`config.mk`:
```
export PLATFORM = sky130hd
export DESIGN_NAME = bram_port_arbiter
export DESIGN_NICKNAME = d
export VERILOG_FILES = /design/src/rtl/bram_port_arbiter.sv
export SDC_FILE = /design/constraint.sdc
export NUM_CORES = 1
export LEC_CHECK = 0
export BUFFER_PORTS_ARGS = -buffer_cell sky130_fd_sc_hd__buf_2
export CORE_AREA = 2 2 85 128
export CTS_CLUSTER_DIAMETER = 100
export DETAILED_ROUTE_END_ITERATION = 12
export DIE_AREA = 0 0 87 130
export PLACE_DENSITY_LB_ADDON = 0.3
export SYNTH_ARGS = -nofsm -noshare
export SYNTH_HDL_FRONTEND = slang
export SYNTH_SLANG_ARGS = --single-unit
export TNS_END_PERCENT = 1
```
`constraint.sdc`:
```
create_clock -name clk -period 4.88 [get_ports clk]
set_clock_uncertainty 0.15 [all_clocks]
set_input_delay 0.244 -clock clk [delete_from_list [all_inputs] [get_ports clk]]
set_output_delay 0.244 -clock clk [all_outputs]
set_load 0.01 [all_outputs]
```
`src/rtl/bram_port_arbiter.sv`:
```
// Shares one RAMB36E1 port between two requesters. Arbitration is round-robin with a
// bounded burst allowance. All BRAM controls are registered; read data returns to the issuer.
module bram_port_arbiter #(
    parameter int ADDR_W    = 10,
    parameter int DATA_W    = 32,
    parameter int DO_REG    = 0,
    parameter int BURST_MAX = 4
) (
    input  logic                clk,
    input  logic                rst,
    input  logic                req0,
    input  logic                req1,
    input  logic [DATA_W/8-1:0] we0,
    input  logic [DATA_W/8-1:0] we1,
    input  logic [ADDR_W-1:0]   addr0,
    input  logic [ADDR_W-1:0]   addr1,
    input  logic [DATA_W-1:0]   wdata0,
    input  logic [DATA_W-1:0]   wdata1,
    output logic                gnt0,
    output logic                gnt1,
    output logic                rvalid0,
    output logic                rvalid1,
    output logic [DATA_W-1:0]   rdata0,
    output logic [DATA_W-1:0]   rdata1,
    output logic                ram_en,
    output logic [DATA_W/8-1:0] ram_we,
    output logic [ADDR_W-1:0]   ram_addr,
    output logic [DATA_W-1:0]   ram_di,
    output logic                ram_regce,
    input  logic [DATA_W-1:0]   ram_do
);

    localparam int BE_W  = DATA_W / 8;
    localparam int DEPTH = 2 + DO_REG;
    localparam int CNT_W = $clog2(BURST_MAX + 1);

    typedef enum logic {
        REQ0 = 1'b0,
        REQ1 = 1'b1
    } req_id_t;

    req_id_t             last;
    req_id_t             winner;
    logic [CNT_W-1:0]    burst_cnt;
    logic                any_gnt;
    logic [BE_W-1:0]     win_we;
    logic [ADDR_W-1:0]   win_addr;
    logic [DATA_W-1:0]   win_data;
    logic [DEPTH-1:0]    tag_v;
    logic [DEPTH-1:0]    tag_id;

    // A zero burst count means no burst is running, so a conflict hands over to the
    // requester that did not go last; with last=REQ1 at reset, req0 wins first.
    always_comb begin
        winner = REQ0;
        if (req0 && req1) begin
            if (burst_cnt != '0 && burst_cnt < CNT_W'(BURST_MAX))
                winner = last;
            else
                winner = (last == REQ0) ? REQ1 : REQ0;
        end else if (req1) begin
            winner = REQ1;
        end
        gnt0    = !rst && req0 && (winner == REQ0);
        gnt1    = !rst && req1 && (winner == REQ1);
        any_gnt = gnt0 || gnt1;
    end

    always_comb begin
        win_we   = (winner == REQ1) ? we1    : we0;
        win_addr = (winner == REQ1) ? addr1  : addr0;
        win_data = (winner == REQ1) ? wdata1 : wdata0;
    end

    always_ff @(posedge clk or posedge rst) begin
        if (rst) begin
            last      <= REQ1;
            burst_cnt <= '0;
            ram_en    <= 1'b0;
            ram_we    <= '0;
            ram_addr  <= '0;
            ram_di    <= '0;
            tag_v     <= '0;
            tag_id    <= '0;
        end else begin
            if (any_gnt) begin
                last <= winner;
                if (winner != last)
                    burst_cnt <= CNT_W'(1);
                else if (burst_cnt < CNT_W'(BURST_MAX))
                    burst_cnt <= burst_cnt + 1'b1;
                ram_en   <= 1'b1;
                ram_we   <= win_we;
                ram_addr <= win_addr;
                ram_di   <= win_data;
            end else begin
                burst_cnt <= '0;
                ram_en    <= 1'b0;
                ram_we    <= '0;
            end
            tag_v  <= {tag_v[DEPTH-2:0], any_gnt && (win_we == '0)};
            tag_id <= {tag_id[DEPTH-2:0], winner == REQ1};
        end
    end

    assign rvalid0 = tag_v[DEPTH-1] && !tag_id[DEPTH-1];
    assign rvalid1 = tag_v[DEPTH-1] &&  tag_id[DEPTH-1];
    assign rdata0  = ram_do;
    assign rdata1  = ram_do;

    // The output register must capture while the tag sits one stage before the output.
    if (DO_REG != 0) begin : g_regce
        assign ram_regce = tag_v[DEPTH-2];
    end else begin : g_no_regce
        assign ram_regce = 1'b0;
    end

endmodule

```
# [After elaboration in Yosys (flattened, before gate mapping)]
# Index checks and enable logic that the tools add are counted.
[totals] regBits=55 latchBits=0 mem_bits_rw=0 mem_bits_ro=0 input_bits=128 output_inout_bits=116 word_cells=39 n_memories=0
[classes] addsub=1 n_mul=0 n_div=0 n_lt_le_gt_ge=1 eq_ne=2 shift=0 muxes=12 n_bitwise=1 n_reduce_logical=14
[ops] operator="two-way mux 32 bit" n=1
[ops] operator="two-way mux 10 bit" n=1
[ops] operator="logical AND 1 bit" n=9
[ops] operator="two-way mux 3 bit" n=3
[ops] operator="two-way mux 4 bit" n=2
[ops] operator="two-way mux 1 bit" n=5
[ops] operator="logical NOT 4 bit" n=1
[ops] operator="adder 3 x 1 -> 3 bit (second input constant)" n=1
[ops] operator="less-than comparator 3 bit (second input constant)" n=1
[ops] operator="!= test 3 x 1 -> 1 bit (second input constant)" n=1
[ops] operator="nonzero test 3 bit" n=1
[ops] operator="logical NOT 1 bit" n=2
[ops] operator="logical OR 1 bit" n=1
[ops] operator="!= test 1 bit" n=1
[ops] operator="inverter 1 bit" n=1

# [Logic depth before layout (Yosys ltp)]
# Gate-level depths: netlist (run 1).
[depth] ltp_word=8 ltp_mapped=7 ltp_nobuf=6

# [Worst setup path after synthesis (run 1)]
# No wires, ideal clock.
[synth_timing] path_kind="register -> output" start="reg burst_cnt[0]" end="out gnt0" t_arrival_ps=1694 required_time_ps=4486 path_slack_ps=2792 stages_incl_launch_ff=8 n_path_buf=1 cell_sequence="dfrtp_1 > inv_1 > ha_1 > or4b_4 > buf_6 > nand3_4 > inv_4 > nor2_1"
[synth_via] elab_chain_len=6 elab_cells_between_ends=7 classes_between="1 x order compare; 2 x mux; 1 x bitwise; 3 x reduce/logical"
[synth_rtl] item="start: declaration" line_no="44" text="logic [CNT_W-1:0] burst_cnt;"
[synth_rtl] item="start signal: assignment" line_no="91" text="burst_cnt <= burst_cnt + 1'b1;"
[synth_rtl] item="less-than comparator 3 bit or nonzero test 3 bit (tied branches)" line_no="57" text="if (burst_cnt != '0 && burst_cnt < CNT_W'(BURST_MAX))"
[synth_rtl] item="logical AND 1 bit *" line_no="57"
[synth_rtl] item="two-way mux 1 bit *" line_no="57"
[synth_rtl] item="two-way mux 1 bit *" line_no="56" text="if (req0 && req1) begin"
[synth_rtl] item="via winner" line_no="43" text="req_id_t winner;"
[synth_rtl] item="inverter 1 bit *" line_no="64" text="gnt0 = !rst && req0 && (winner == REQ0);"
[synth_rtl] item="logical AND 1 bit *" line_no="64"
[synth_rtl] item="end: declaration" line_no="19" text="output logic gnt0,"
# The timed path passes the listed nets; every way through them passes the cells marked *.

# [Worst setup path after layout (run 1)]
# Same ends and word-level chain as after synthesis.

==> flow_summary.ini, run 1 <==
[worst_setup_path]
end_kind = primary output
start_kind = flip-flop
cp.arrival_ps = 2430
required_ps = 4490
critPathKind = reg2out
cp_max_fo = 44

[placement]
gp_congestion = 0.7886
dp_hpwl_um = 7446
io_buffers = 146
pre_cts_ws_ps = 2022
numPlacedInstances = 547

[synth]
synth_fp_nets = 509
synth_warnings = 0
synth_cell_types = 37
seq_area_frac_synth = 0.3958
async_reset_ff_frac = 1.000
netlist_area_um2 = 3481
ys_ff_latch = 55
synth_edf_count = 0
synth_ff_type = dfrtp_1
syn_avg_cell_area_um2 = 9.184
synthCells = 379

[final_layout]
n_fill_cell = 1067
most-common-layout-cells = buf_2, dfrtp_1, nor2_1
seq_area_um2 = 1378
final_nets = 565
n_antenna_cell = 0
instances_no_fill = 556
drive_gt1_frac = 0.3807
final_util = 0.3769
multi_input_area_um2 = 1400
area_growth_pct = 11.54
final_common_cell = buf_2

[detailed_routing]
via_count = 3181
dr.pass1.iters = 7
postRouteWirelength_um = 10930
vias_per_cell = 5.721
avgRoutedWirePerCell_um = 19.65
drc_errors = 0
drtIter0Drc = 226
postRouteAntennaNets = 0

[clocking]
cts_root_buf = clkbuf_16
clock-sinks = 55
cts-htree-levels = 2
clk_latency_ps = 290
clockBufferDepth = 2
cts_resized = 0
postCtsSetupRepairBufs = 0
clk_pin_slew_worst_paths_ps = 70
hold_buffers = 1
cts_buffers = 5
cts_tree = done

[timing]
period_share = 0.5780
max_freq_mhz = 354.5
drv_slew = 0
tns_ps = 0
rsz0062_at_grt = no
fin_crit_ps = 2821
finalSetupViolCount = 0
tightestPinTransition_ps = 1196
final-hold-violation-count = 0
layout_setup_ws_ps = 2059
slew_headroom = 0.1993

[die]
io_pins = 244
die_x_um = 87
die-area_um2 = 11310
core_um2 = 10300
start_util = 0.3379
chipHeight_um = 130
row_count = 46

[min_path]
hold_path.class = in2reg

[grt]
antenna_found_initial = 0
grt.total_usage = 0.1877
grt.overflow.total = 0
grt_pass1_wl_um = 16720
grt_max_degree = 52
grt_pass1_vias = 3292

[pwr]
p_leak_nw = 1.768
vdd_drop_max_mv = 0.1203
powerDensity_nw_per_um2 = 328.8

[run]
maxCapViolCount = 0

[run_status]
status = completed
## layout make-up
class                   instances  share of cell area
clock buffers                   8             0.03513
multi-input cells             213              0.3606
well taps                     120             0.03867
repair buffers                154              0.2043
inverters                       6            0.006445
flip-flops and latches         55              0.3548
## kinds of logic (layout without fill, tap and decap cells)
family | Yosys count | count (layout) | synth area share
AO/OA/AOI/OAI | 137 | 137 | 0.2815
XOR/XNOR | 1 | 1 | 0.002517
adder cells (fa/ha/maj) | 2 | 2 | 0.007188
buffers and inverters | 111 | 168 | 0.2092
flip-flops | 55 | 55 | 0.3958
multiplexers | 5 | 5 | 0.01438
other | 1 | 1 | 0.001077
AND/OR/NAND/NOR | 67 | 67 | 0.08843
## synthesized netlist by cell type (3+ instances only)
cell type,instances,area (µm²)
inv_1,3,11.26
nor2_1,47,176.4
buf_4,65,488.0
o31ai_1,43,322.8
buf_2,4,20.02
a21oi_1,43,215.2
buf_8,4,60.06
mux2i_1,5,50.05
clkbuf_1,30,112.6
nand2_1,9,33.78
dfrtp_1,54,1351
a41oi_1,42,367.9
## power by group
| part | leakage (nW) | internal, mW | switching (mW) |
|---|---|---|---|
| Sequential | 0.638 | 0.521 | 0.0399 |
| Clock | 0.0652 | 0.192 | 0.170 |
| Combinational | 1.06 | 0.142 | 0.211 |
| Total | 1.77 | 0.855 | 0.421 |
## registers in the layout (all words and copies together), names as in the netlist
signal / cells
ram_di: 32
ram_addr: 10
ram_we: 4
burst_cnt: 3
tag_id: 2
tag_v: 2
last: 1
ram_en: 1
## stage by stage
step	power, mW	hold slack (ps)	instance area [µm²]
floorplan	0.8283	168.7	3481
global placement	0.9181	184.1	3736
detailed placement	0.9259	190.1	3736
CTS	1.287	31.32	3882
global route	1.347	35.68	3882
finish	1.277	36.34	3882
## worst paths after layout
check / startpoint / to / slack [ps] / depth (start not counted)
hold / removal: wdata0[12] / ram_di[12] / 40 / 3
setup reg to reg: burst_cnt[0] / ram_di[19] / 2100 / 6
setup / recovery: burst_cnt[0] / gnt0 / 2060 / 7
max in group asynchronous: rst / burst_cnt[2] / 3320 / 4
hold reg to reg: tag_id[0] / tag_id[1] / 200 / 0
min in group asynchronous: rst / ram_di[22] / 450 / 3
## per-layer routing
layer  GRT usage  vias to the layer above  share of wire
li1            -                     1433              -
met1      0.2165                     1520           0.37
met2      0.3166                      162           0.50
met3     0.03352                       66          0.073
met4      0.1195                        0          0.054
met5           0                        -              0
## critical path: stages (launching register included)
cell	delay, ps
dfrtp_1	400
inv_1	60
ha_1	310
or4b_4	840
nand3_4	210
inv_4	80
nor2_1	90
buf_2	140
No activity file was read; power rests on OpenSTA's default activity.
==> run 2, diff against run 1 <==
==> constraint.sdc (replaced) <==
create_clock -name clk -period 2.9 [get_ports clk]
set_clock_uncertainty 0.15 [all_clocks]
set_input_delay 0.145 -clock clk [delete_from_list [all_inputs] [get_ports clk]]
set_output_delay 0.145 -clock clk [all_outputs]
set_load 0.01 [all_outputs]
==> run 2 against run 1 <==
First-iteration DRC count rose by 6.6%. Setup slack got worse by 1900 ps. Final cell count rose by 9.7%. Highest routed layer unchanged. Utilization rose by 5.4 points.
==> flow_summary.ini, run 2 (synthesis results as in run 1) <==
[run_status]
status = completed

[final_layout]
final_common_cell = buf_2
drive_gt1_frac = 0.3497
regMostFlops = ram_di
top_regs = ram_di (32), ram_addr (10), ram_we (4)
most-common-layout-cells = buf_2, dfrtp_1, dlygate4sd3_1
largest_register_ffs = 32
area_growth_pct = 27.57
final_nets = 618
final_util = 0.4310
final_cell_area_um2 = 4441

[worst_setup_path]
cp.arrival_ps = 2800
end_kind = flip-flop
cpLargestDelayFamily = simple AND/OR/NAND/NOR gates
cpPeakStageDelay_ps = 790
cpMaxStageDelayCell = or4b_4
path_buf_inv = 3
crit_chain = inv_1 -> ha_1 -> or4b_4 -> nand3_4 -> inv_4 -> mux2i_1 -> dlygate4sd3_1
rrSetupSlack_ps = 130
required_ps = 2930
start_kind = flip-flop
r2r_cells = 7
cp_max_fo = 44
critPathKind = reg2reg
timing.rr.end = ram_we[0]
reg2reg_from = burst_cnt[0]

[clocking]
clk_latency_ps = 290
clockBufferDepth = 2
cts-htree-levels = 2
cts_tree = done
postCtsSetupRepairBufs = 0
cts_root_buf = clkbuf_16
cts_resized = 0
clk_pin_slew_worst_paths_ps = 70
clock-sinks = 55
cts_buffers = 5

[min_path]
hold_path.class = in2reg
worst_hold_path.num_cells = 3
min_from = wdata0[19]
hold_path_end = ram_di[19]

[grt]
grt_max_degree = 45
antenna_found_initial = 0
grt_pass1_wl_um = 17860
grt_pass1_vias = 3511
grt.overflow.total = 0
grt.total_usage = 0.2009

[placement]
dp_hpwl_um = 7571
gp_congestion = 0.7671
placed_cell_area_um2 = 3771
io_buffers = 146

[detailed_routing]
drc_errors = 0
vias_per_cell = 5.521
avgRoutedWirePerCell_um = 18.60
drtIter0Drc = 241
via_count = 3368
postRouteWirelength_um = 11350
postRouteAntennaNets = 0
dr.pass1.iters = 4

[die]
core_um2 = 10300
start_util = 0.3379
row_count = 46
chipHeight_um = 130
die-area_um2 = 11310
die_x_um = 87
io_pins = 244

[pwr]
seq_power_share = 0.419
p_leak_nw = 2.013
vdd_drop_max_mv = 0.2404
finalPower_mw = 2.254
swShare = 0.3176
powerDensity_nw_per_um2 = 507.7
p_int_mw = 1.538
pwr-share-clk = 0.290
p_sw_uw = 716.0
combPwrFrac = 0.290

[timing]
finalSetupViolCount = 0
fin_crit_ps = 2769
tns_ps = 0
max_freq_mhz = 361.1
slew_headroom = 0.3892
tightestPinTransition_ps = 916.2
final-hold-violation-count = 0
rsz0062_at_grt = no
period_share = 0.9548
drv_slew = 0

[run]
maxCapViolCount = 0
## run 2: worst max-delay path by stage
stage | start | end | slack, ps | depth (start not counted)
final | burst_cnt[0] | ram_we[0] | 130 | 7
after floorplan | burst_cnt[0] | ram_addr[0] | 870 | 7
after detailed placement | burst_cnt[0] | gnt0 | 510 | 7
after global placement | burst_cnt[0] | gnt0 | 530 | 7
after CTS | burst_cnt[0] | ram_we[3] | 90 | 7
after global routing | burst_cnt[0] | ram_we[1] | 8 | 7
## run 2: power by group through the flow
stage / Clock [mW] / Sequential (mW) / Combinational [mW]
after floorplan: 0 / 0.993 / 0.401
after global placement: 0 / 0.957 / 0.594
after detailed placement: 0 / 0.958 / 0.605
after CTS: 0.669 / 0.946 / 0.658
after global routing: 0.697 / 0.959 / 0.725
final: 0.655 / 0.945 / 0.655
## run 2: layout make-up
type                    count  area (µm²)
diodes                      1       2.502
clock buffers               8       156.4
fillers                  1000        5862
inverters                   6       25.02
multi-input cells         213        1400
flip-flops and latches     55        1378
well taps                 120       150.1
repair buffers            207        1329
## run 2: stage by stage
step	hold WS [ps]	cells	setup slack [ps]
floorplan	69.66	379	867.7
global placement	140.1	550	527.2
detailed placement	140.1	550	511.3
CTS	15.44	609	86.45
global route	45.16	609	7.874
finish	33.21	610	131.0
## run 2: what timing repair did
item | 4_1_cts | 5_1_grt
endpoints found under the hold margin | 71 | 0
endpoints found under the setup margin | 0 | 4
hold buffers | 51 | 0
## run 2: tightest hold or removal path: cells and delay by family
family          cells  cell delay (ps)
compound gates      2              190
buf+inv             1              100
## run 2: per-layer routing
layer  routed length [µm]  global-route usage  up-vias
li1                     -                   -     1542
met1                 4321              0.2267     1602
met2                 5688              0.3422      157
met3                  733             0.03542       67
met4                  606              0.1333        0
met5                    0                   0        -
==> run 3, diff against run 2 <==
--- a/config.mk
+++ b/config.mk
@@ -6,10 +6,12 @@
 export NUM_CORES = 1
 export LEC_CHECK = 0
 export BUFFER_PORTS_ARGS = -buffer_cell sky130_fd_sc_hd__buf_2
-export CORE_AREA = 2 2 85 128
+export CELL_PAD_IN_SITES_DETAIL_PLACEMENT = 2
+export CELL_PAD_IN_SITES_GLOBAL_PLACEMENT = 2
+export CORE_AREA = 2 2 106 160
 export CTS_CLUSTER_DIAMETER = 100
 export DETAILED_ROUTE_END_ITERATION = 12
-export DIE_AREA = 0 0 87 130
+export DIE_AREA = 0 0 108 162
 export PLACE_DENSITY_LB_ADDON = 0.3
 export SYNTH_ARGS = -nofsm -noshare
 export SYNTH_HDL_FRONTEND = slang
==> run 3 against run 2 <==
Combinational power is 4.1% higher. Sequential power hardly changed. Die area is 55% higher. Utilization is 15 points lower. Sequential cell count stayed put. Final cell count is 15% higher. Clock power is 13% higher. Non-clock buffer count is 3 higher. First-iteration DRC count is 63% lower. Routed wire length is 23% higher. Largest cell class unchanged.
==> flow_summary.ini, run 3 (synthesis results as in run 1) <==
[worst_setup_path]
cpMaxStageDelayCell = or4b_4
cpPeakStageDelay_ps = 730
end_kind = primary output
crit_chain = inv_1 -> ha_1 -> or4b_4 -> nand3_4 -> inv_4 -> nor2_1 -> buf_2
required_ps = 2610
cp_max_fo = 22
start_kind = flip-flop
critPathKind = reg2out
cp.arrival_ps = 2340
path_buf_inv = 3
cpLargestDelayFamily = simple AND/OR/NAND/NOR gates

[final_layout]
regMostFlops = ram_di
top_regs = ram_di (32), ram_addr (10), ram_we (4)
final_nets = 622
most-common-layout-cells = buf_2, dfrtp_1, dlygate4sd3_1
largest_register_ffs = 32
drive_gt1_frac = 0.3570
area_growth_pct = 31.81
instances_no_fill = 700
final_common_cell = buf_2

[timing]
finalSetupViolCount = 0
rsz0062_at_grt = no
slew_headroom = 0.4941
max_freq_mhz = 379.3
tightestPinTransition_ps = 758.9
final-hold-violation-count = 0
period_share = 0.9091
tns_ps = 0
drv_slew = 0
fin_crit_ps = 2636

[placement]
numPlacedInstances = 638
dp_hpwl_um = 8662
io_buffers = 146
gp_congestion = 0.7425

[pwr]
p_leak_nw = 2.029
swShare = 0.3250
vdd_drop_max_mv = 0.2455
pwr-share-clk = 0.311
powerDensity_nw_per_um2 = 515.9
p_sw_uw = 769.4
seq_power_share = 0.401
combPwrFrac = 0.288
p_int_mw = 1.598

[grt]
grt_pass1_wl_um = 21820
antenna_found_initial = 1
grt.total_usage = 0.1603
grt.overflow.total = 0
grt_max_degree = 45
grt_pass1_vias = 4079

[detailed_routing]
drc_errors = 0
avgRoutedWirePerCell_um = 19.91
vias_per_cell = 4.836
dr.pass1.iters = 4
drtIter0Drc = 89
postRouteAntennaNets = 0
postRouteWirelength_um = 13940
via_count = 3385

[min_path]
hold_path.class = in2reg

[clocking]
cts-htree-levels = 2
cts_buffers = 5
clock-sinks = 55
clk_pin_slew_worst_paths_ps = 80
cts_resized = 0
cts_root_buf = clkbuf_16
clk_latency_ps = 290
clockBufferDepth = 2
cts_tree = done

[die]
core_um2 = 16050
die_x_um = 108
row_count = 57
chipHeight_um = 162
die-area_um2 = 17500
io_pins = 244
start_util = 0.2169

[run_status]
status = completed

[run]
maxCapViolCount = 0
==> run 3: changes by cell type in the layout (fill, tap and decap cells not counted), sizes merged <==
cell / delta
dlygate4sd3: +1
clkbuf: -2
buf: +2
bufinv: +1
or4b: +1
inv: +1
==> run 3: cell type report <==
cell class | instances | area, µm²
Fill cell | 1831 | 11460
Multi-Input combinational cell | 214 | 1410
Sequential cell | 55 | 1378
Timing Repair Buffer | 210 | 1341
Tap cell | 206 | 257.7
Clock buffer | 6 | 138.9
Clock inverter | 2 | 35.03
Inverter | 6 | 25.02
Antenna cell | 1 | 2.502
==> run 3: power groups by stage <==
stage / Sequential, mW / Combinational (mW) / Clock [mW]
floorplan: 0.993 / 0.401 / 0
global placement: 0.962 / 0.615 / 0
detailed placement: 0.963 / 0.634 / 0
CTS: 0.949 / 0.690 / 0.772
global route: 0.965 / 0.755 / 0.785
finish: 0.948 / 0.682 / 0.737
==> run 3: final timing paths <==
| path | end | depth (start not counted) | slack, ps | startpoint |
|---|---|---|---|---|
| max reg2reg | ram_di[4] | 5 | 290 | burst_cnt[0] |
| min in group asynchronous | ram_di[11] | 3 | 390 | rst |
| min reg2reg | tag_v[1] | 0 | 200 | tag_v[0] |
| min | ram_di[17] | 3 | 50 | wdata1[17] |
| max | gnt0 | 7 | 260 | burst_cnt[0] |
| max in group asynchronous | ram_addr[0] | 4 | 1410 | rst |
==> run 3: per-layer routing <==
metal	GRT usage	routed length (µm)	vias up	part of all wire
met4	0.07517	353	0	0.025
met5	0	0	-	0
met1	0.1667	5197	1694	0.37
met3	0.02006	581	38	0.042
met2	0.3099	7803	101	0.56
li1	-	-	1552	-
==> run 3: worst reg2reg max path, stage by stage, from the launching register on <==
cell     delay (ps)
dfrtp_1         420
inv_1            70
ha_1            330
or4b_2         1040
a41oi_1         370
a21oi_1         110
==> run 3: per-stage QoR <==
step / hold WS [ps] / worst slack (ps) / total power, mW / util / area (µm²)
3_5_place_dp: 140.1 / 424.9 / 1.597 / 0.2419 / 3881
5_1_grt: 64.27 / 112.7 / 2.506 / 0.2859 / 4588
4_1_cts: 41.57 / 83.18 / 2.412 / 0.2851 / 4576
6_report: 51.42 / 263.7 / 2.367 / 0.2859 / 4588
3_3_place_gp: 140.1 / 500.9 / 1.577 / 0.2419 / 3881
2_1_floorplan: 69.66 / 867.7 / 1.394 / - / 3481
==> run 3: what timing repair did <==
item	4_1_cts	5_1_grt
setup buffers	0	0
hold buffers	52	0
endpoints found under the setup margin	0	1
hold endpoints to repair	73	0
